$ cat src/rtl/ling_cla_adder_pipe_if.sv
// Valid/ready bundle for the pipelined Ling adder: operand beat in, result beat out.
// The design takes the slave view; the producer/consumer side takes the master view.
interface ling_cla_adder_pipe_if #(
  parameter int unsigned WIDTH = 16
) ();
  logic             in_valid;
  logic             in_ready;
  logic [WIDTH-1:0] in_a;
  logic [WIDTH-1:0] in_b;
  logic             in_cin;
  logic             in_sub;
  logic             out_valid;
  logic             out_ready;
  logic [WIDTH-1:0] out_sum;
  logic             out_cout;
  logic             out_ovf;

  modport master (
    output in_valid, in_a, in_b, in_cin, in_sub, out_ready,
    input  in_ready, out_valid, out_sum, out_cout, out_ovf
  );

  modport slave (
    input  in_valid, in_a, in_b, in_cin, in_sub, out_ready,
    output in_ready, out_valid, out_sum, out_cout, out_ovf
  );
endinterface

$ cat src/rtl/ling_cla_adder_pipe.sv
// Two-stage adder/subtractor: stage 1 builds 4-bit Ling groups, stage 2 runs the
// group-level lookahead, recovers real carries and registers the result.
module ling_cla_adder_pipe #(
  parameter int unsigned WIDTH = 16
) (
  input logic                  clk,
  input logic                  rst,
  ling_cla_adder_pipe_if.slave bus
);
  localparam int unsigned GROUPS = WIDTH / 4;

  if ((WIDTH % 4) != 0 || WIDTH < 4 || WIDTH > 64) begin : g_bad_width
    $error("ling_cla_adder_pipe: WIDTH must be a multiple of 4 within 4..64");
  end

  logic s1_valid_q, s1_valid_d, s2_valid_q;
  logic s2_load, in_ready, accept;

  assign s2_load    = !s2_valid_q || bus.out_ready;
  assign in_ready   = !s1_valid_q || s2_load;
  assign accept     = bus.in_valid && in_ready;
  assign s1_valid_d = accept || (s1_valid_q && !s2_load);

  // Stage 1: operand prep and per-group Ling terms
  logic [WIDTH-1:0]            b_eff, g, p, x_d;
  logic                        c0_d;
  logic [GROUPS-1:0][3:1]      hg_d;
  logic [GROUPS-1:0][3:2]      hp_d;
  logic [GROUPS-1:0]           hh_d, gp_d;

  always_comb begin
    b_eff = bus.in_sub ? ~bus.in_b : bus.in_b;
    c0_d  = bus.in_sub ? 1'b1 : bus.in_cin;
    g     = bus.in_a & b_eff;
    p     = bus.in_a | b_eff;
    x_d   = bus.in_a ^ b_eff;
    hg_d  = '0;
    hp_d  = '0;
    hh_d  = '0;
    gp_d  = '0;
    // Pseudo-carry into bit k of a group is hg[k] | hp[k] & group_cin
    for (int j = 0; j < int'(GROUPS); j++) begin
      hg_d[j][1] = g[4*j];
      hg_d[j][2] = g[4*j+1] | g[4*j];
      hg_d[j][3] = g[4*j+2] | g[4*j+1] | (p[4*j+1] & g[4*j]);
      hp_d[j][2] = p[4*j];
      hp_d[j][3] = p[4*j+1] & p[4*j];
      hh_d[j]    = g[4*j+3] | g[4*j+2] | (p[4*j+2] & g[4*j+1])
                 | (p[4*j+2] & p[4*j+1] & g[4*j]);
      gp_d[j]    = &p[4*j +: 4];
    end
  end

  logic [WIDTH-1:0]       x_q, p_q;
  logic                   c0_q, a_msb_q, b_msb_q;
  logic [GROUPS-1:0][3:1] hg_q;
  logic [GROUPS-1:0][3:2] hp_q;
  logic [GROUPS-1:0]      hh_q, gp_q;

  always_ff @(posedge clk) begin
    if (accept) begin
      x_q     <= x_d;
      p_q     <= p;
      c0_q    <= c0_d;
      a_msb_q <= bus.in_a[WIDTH-1];
      b_msb_q <= b_eff[WIDTH-1];
      hg_q    <= hg_d;
      hp_q    <= hp_d;
      hh_q    <= hh_d;
      gp_q    <= gp_d;
    end
  end

  // Stage 2: group lookahead, carry recovery, sum
  logic [GROUPS-1:0] grp_gen;
  logic [GROUPS:0]   cg;
  logic [WIDTH-1:0]  carry, sum_d;
  logic              cg_acc, pp;

  always_comb begin
    grp_gen = '0;
    cg      = '0;
    carry   = '0;
    cg_acc  = 1'b0;
    pp      = 1'b1;
    for (int j = 0; j < int'(GROUPS); j++) begin
      grp_gen[j] = p_q[4*j+3] & hh_q[j];
    end
    cg[0] = c0_q;
    for (int j = 0; j < int'(GROUPS); j++) begin
      cg_acc = 1'b0;
      pp     = 1'b1;
      for (int k = j; k >= 0; k--) begin
        cg_acc = cg_acc | (pp & grp_gen[k]);
        pp     = pp & gp_q[k];
      end
      cg[j+1] = cg_acc | (pp & c0_q);
    end
    for (int j = 0; j < int'(GROUPS); j++) begin
      carry[4*j]   = cg[j];
      carry[4*j+1] = p_q[4*j]   & (hg_q[j][1] | cg[j]);
      carry[4*j+2] = p_q[4*j+1] & (hg_q[j][2] | (hp_q[j][2] & cg[j]));
      carry[4*j+3] = p_q[4*j+2] & (hg_q[j][3] | (hp_q[j][3] & cg[j]));
    end
    sum_d = x_q ^ carry;
  end

  logic [WIDTH-1:0] sum_q;
  logic             cout_q, ovf_q;

  always_ff @(posedge clk) begin
    if (rst) begin
      s1_valid_q <= 1'b0;
      s2_valid_q <= 1'b0;
      sum_q      <= '0;
      cout_q     <= 1'b0;
      ovf_q      <= 1'b0;
    end else begin
      s1_valid_q <= s1_valid_d;
      if (s2_load) begin
        s2_valid_q <= s1_valid_q;
        if (s1_valid_q) begin
          sum_q  <= sum_d;
          cout_q <= cg[GROUPS];
          // Same-sign operands giving an opposite-sign result
          ovf_q  <= (a_msb_q ~^ b_msb_q) & (a_msb_q ^ sum_d[WIDTH-1]);
        end
      end
    end
  end

  assign bus.in_ready  = in_ready;
  assign bus.out_valid = s2_valid_q;
  assign bus.out_sum   = sum_q;
  assign bus.out_cout  = cout_q;
  assign bus.out_ovf   = ovf_q;
endmodule

$ cat src/flat_wrapper.sv
// flat-port wrapper written by rule: the top's interface ports become plain ports
module ling_cla_adder_pipe_flat 
#(
  parameter int unsigned WIDTH = 16
)
  (clk, rst, bus_in_valid, bus_in_a, bus_in_b, bus_in_cin, bus_in_sub, bus_out_ready, bus_in_ready, bus_out_valid, bus_out_sum, bus_out_cout, bus_out_ovf);
  ling_cla_adder_pipe_if #(.WIDTH(WIDTH)) bus_i ();
  input logic clk;
  input logic rst;
  input wire logic [$bits(bus_i.in_valid)-1:0] bus_in_valid;
  input wire logic [$bits(bus_i.in_a)-1:0] bus_in_a;
  input wire logic [$bits(bus_i.in_b)-1:0] bus_in_b;
  input wire logic [$bits(bus_i.in_cin)-1:0] bus_in_cin;
  input wire logic [$bits(bus_i.in_sub)-1:0] bus_in_sub;
  input wire logic [$bits(bus_i.out_ready)-1:0] bus_out_ready;
  output wire logic [$bits(bus_i.in_ready)-1:0] bus_in_ready;
  output wire logic [$bits(bus_i.out_valid)-1:0] bus_out_valid;
  output wire logic [$bits(bus_i.out_sum)-1:0] bus_out_sum;
  output wire logic [$bits(bus_i.out_cout)-1:0] bus_out_cout;
  output wire logic [$bits(bus_i.out_ovf)-1:0] bus_out_ovf;
  assign bus_i.in_valid = bus_in_valid;
  assign bus_i.in_a = bus_in_a;
  assign bus_i.in_b = bus_in_b;
  assign bus_i.in_cin = bus_in_cin;
  assign bus_i.in_sub = bus_in_sub;
  assign bus_i.out_ready = bus_out_ready;
  assign bus_in_ready = bus_i.in_ready;
  assign bus_out_valid = bus_i.out_valid;
  assign bus_out_sum = bus_i.out_sum;
  assign bus_out_cout = bus_i.out_cout;
  assign bus_out_ovf = bus_i.out_ovf;
  ling_cla_adder_pipe #(.WIDTH(WIDTH)) u_core (.clk(clk), .rst(rst), .bus(bus_i));
endmodule
$ cat config.mk
export PLATFORM = sky130hd
export DESIGN_NAME = ling_cla_adder_pipe_flat
export DESIGN_NICKNAME = d
export VERILOG_FILES = /design/src/rtl/ling_cla_adder_pipe_if.sv /design/src/rtl/ling_cla_adder_pipe.sv /design/src/flat_wrapper.sv
export SDC_FILE = /design/constraint.sdc
export NUM_CORES = 1
export LEC_CHECK = 0
export BUFFER_PORTS_ARGS = -buffer_cell sky130_fd_sc_hd__buf_2
export CAP_MARGIN = 20
export CORE_MARGIN = 4
export CORE_UTILIZATION = 56
export CTS_CLUSTER_SIZE = 14
export DETAILED_ROUTE_END_ITERATION = 12
export PLACE_DENSITY = 0.91
export SYNTH_ARGS = -nofsm -noshare
export SYNTH_HDL_FRONTEND = slang
export SYNTH_SLANG_ARGS = --single-unit
$ cat constraint.sdc
create_clock -name clk -period 2.8 [get_ports clk]
set_input_delay 0.14 -clock clk [delete_from_list [all_inputs] [get_ports clk]]
set_output_delay 0.14 -clock clk [all_outputs]
set_load 0.005 [all_outputs]
==> impl_metrics.env <==
export IMPL_final_min_clock_period_ps=1710
export IMPL_avgSynthCellArea_um2=11.82
export IMPL_overflow=0
export IMPL_most_common_layout_cells="edfxtp_1 (59), buf_2 (57), inv_1 (49)"
export IMPL_viasPerCell=5.214
export IMPL_syn_area_um2=3725
export IMPL_yosysSeqAreaShare_pct=58.31
export IMPL_postCtsSetupBuffers=0
export IMPL_clkLatencyLatePin_ps=340
export IMPL_rows=29
export IMPL_ys_ff_latch=79
export IMPL_cts_buffers=9
export IMPL_htree_levels=3
export IMPL_start_util_pct=58.33
export IMPL_synth_top_cell_by_area="edfxtp_1"
export IMPL_first_pass_iters=4
export IMPL_cts_repair_resized=0
export IMPL_tightest_slew_ps=712.2
export IMPL_final_common_cell="edfxtp_1"
export IMPL_synth_top_area_share_pct=47.56
export IMPL_postCtsHoldBufs=0
export IMPL_pwr_density_cell_nw_per_um2=588.5
export IMPL_cts_sinks=79
export IMPL_cp_end_kind="register"
export IMPL_netlist_instances=315
export IMPL_cts_root_buf="clkbuf_8"
export IMPL_max_cap_violations=0
export IMPL_clkTransAtPathRegs_ps=70
export IMPL_fin_skew_ps=7.343
export IMPL_final_fill_count=470
export IMPL_antennaDiodeCount=0
export IMPL_ys_flop_type="edfxtp_1"
export IMPL_met3_usage_pct=4.240
export IMPL_grtUsageMet1_pct=19.27
export IMPL_crit_fanout=18
export IMPL_min_from="bus_in_valid"
export IMPL_globalRouteMet2Util_pct=29.26
export IMPL_crit_arrival_ps=1970
export IMPL_hold_path_cell_count=3
export IMPL_fin_nets=447
export IMPL_fmax_mhz=584.6
export IMPL_ff2ff_path_depth=5
export IMPL_regArea_um2=2172
export IMPL_grt_busiest_layer="met2"
export IMPL_layout_drive_gt1_share_pct=21.20
export IMPL_yosysUniqueCellTypes=32
export IMPL_worstPathRequired_ps=3060
export IMPL_antenna_found_initial=0
export IMPL_slew_headroom_pct=52.52
export IMPL_grt_usage_pct=16.96
export IMPL_maxSlewViolCount=0
export IMPL_route_detailed_drc=0
export IMPL_min_path_type="in2reg"
export IMPL_die_area_um2=8020
export IMPL_vdd_drop_max_mv=0.3709
export IMPL_core_area_um2=6386
export IMPL_total_power_mw=2.504
export IMPL_synth_nets=385
export IMPL_cts_tree="yes"
export IMPL_r2r_end="u_core.bus.out_sum[14]$_SDFFE_PP0P_"
export IMPL_min_to="u_core.s1_valid_q$_SDFF_PP0_"
export IMPL_grt_pass1_wl_mm=9.942
export IMPL_hold_violations=0
export IMPL_rr_startpoint="u_core.bus.out_valid$_SDFFE_PP0P_"
export IMPL_gp_congestion=0.8019
export IMPL_grt_max_degree=60
export IMPL_clk_path_buf_depth=2
export IMPL_p_leak_nw=1.859
export IMPL_routed_wl_mm=6.333
export IMPL_vias=2393
export IMPL_ff2ff_setup_slack_ps=1090
export IMPL_dpl_hpwl_mm=4.634
export IMPL_outcome="finished, final reports clean"
export IMPL_io_pin_count=58
export IMPL_wl_per_cell_um=13.80
export IMPL_drt_iter0_markers=120
export IMPL_async_reset_ff_share_pct=0
export IMPL_fin_crit_sh_pct=61.09
export IMPL_antenna_left=0
export IMPL_area_growth_pct=14.21
export IMPL_yosysWarnings=0
export IMPL_crit_type="reg2reg"
export IMPL_multi_input_area_um2=1340
export IMPL_die_y_um=89.56
export IMPL_fin_tns_setup_ps=0
export IMPL_setup_violations=0
export IMPL_synthTopCellsByArea="edfxtp_1 (48%), dfxtp_1 (11%), ha_1 (11%), xor2_1 (5.4%), inv_1 (4.9%)"
export IMPL_rsz0062_at_grt="no"
export IMPL_port_buffers=57
export IMPL_synth_edff_count=59
export IMPL_grt_pass1_vias=2293
export IMPL_startpoint_type="register"
export IMPL_dieWidth_um=89.56
worst max-delay path by stage:
stage / slack [ps] / from / end
floorplan: 410 / u_core.bus.out_valid$_SDFFE_PP0P_ / u_core.a_msb_q$_DFFE_PP_
global placement: 1190 / u_core.c0_q$_SDFFCE_PP1P_ / u_core.bus.out_sum[9]$_SDFFE_PP0P_
detailed placement: 1070 / u_core.c0_q$_SDFFCE_PP1P_ / u_core.bus.out_sum[9]$_SDFFE_PP0P_
CTS: 1050 / u_core.c0_q$_SDFFCE_PP1P_ / u_core.bus.out_sum[9]$_SDFFE_PP0P_
global route: 920 / u_core.bus.out_valid$_SDFFE_PP0P_ / u_core.bus.out_sum[15]$_SDFFE_PP0P_
finish: 1090 / u_core.bus.out_valid$_SDFFE_PP0P_ / u_core.bus.out_sum[14]$_SDFFE_PP0P_
registers in the layout, indices dropped and copies added (netlist names), 4 cells and up:
name	cells
u_core.gp_q	4
u_core.p_q	12
u_core.hg_q	12
u_core.hp_q	8
u_core.x_q	16
u_core.hh_q	4
u_core.bus.out_sum	16
routing by layer:
| layer | share of wire [%] | wire, um | vias to the layer above |
|---|---|---|---|
| li1 | - | - | 1199 |
| met1 | 41 | 2565 | 1110 |
| met2 | 51 | 3202 | 70 |
| met3 | 6.3 | 396 | 14 |
| met4 | 2.7 | 169 | 0 |
| met5 | 0 | 0 | - |
cells in the mapped netlist, drive strengths merged (2+ instances only):
library cell,instances
edfxtp,59
inv,49
ha,32
nor2,26
xor2,23
dfxtp,20
a21oi,15
o21ai,13
a211oi,11
nand2,11
clkbuf,6
nor2b,6
xnor2,6
nand2b,5
nor4,5
or2,5
a221oi,3
a311oi,3
o211ai,3
or3,3
a22o,2
buf,2
per-stage QoR:
step | cells | setup WS [ps] | util (%) | hold WS [ps] | cell area, um2
final | 459 | 1090 | 66.61 | 23.18 | 4254
after global routing | 459 | 922.8 | 66.61 | 18.58 | 4254
after CTS | 459 | 1055 | 66.61 | 10.96 | 4254
after detailed placement | 443 | 1066 | 64.09 | 374.5 | 4093
after global placement | 443 | 1185 | 64.09 | 361.2 | 4093
after floorplan | 315 | 410.6 | - | 238.9 | 3725
where the power goes:
part / switching, mW / leakage (nW) / total (mW) / internal [mW]
logic: 0.198 / 1.05 / 0.355 / 0.157
registers: 0.0503 / 0.728 / 1.43 / 1.38
clock network: 0.367 / 0.0817 / 0.715 / 0.347
total: 0.616 / 1.86 / 2.50 / 1.89
layout make-up:
cell class	count	share of cell area, %
multi-input cells	179	31.50
clock buffers	15	3.676
inverters	49	4.324
repair buffers	59	7.059
flip-flops and latches	79	51.06
well taps	77	2.265
clock inverters	1	0.1176
critical path: stages (launching register included):
cell and delay, ps:
dfxtp_1 300, nor2b_1 170, nor2b_2 520, buf_4 340, nor2_1 80, a311oi_2 220
logic make-up (layout without fill, tap and decap cells):
| family | after synthesis | after routing | share of synthesized area (%) |
|---|---|---|---|
| adder cells (fa/ha/maj) | 32 | 32 | 10.75 |
| buffers and inverters | 57 | 124 | 5.811 |
| flip-flops | 79 | 79 | 58.31 |
| XOR/XNOR | 29 | 29 | 6.819 |
| AND/OR/NAND/NOR | 64 | 64 | 8.196 |
| AO/OA/AOI/OAI | 54 | 54 | 10.11 |
No activity file was read; power rests on OpenSTA's default activity.
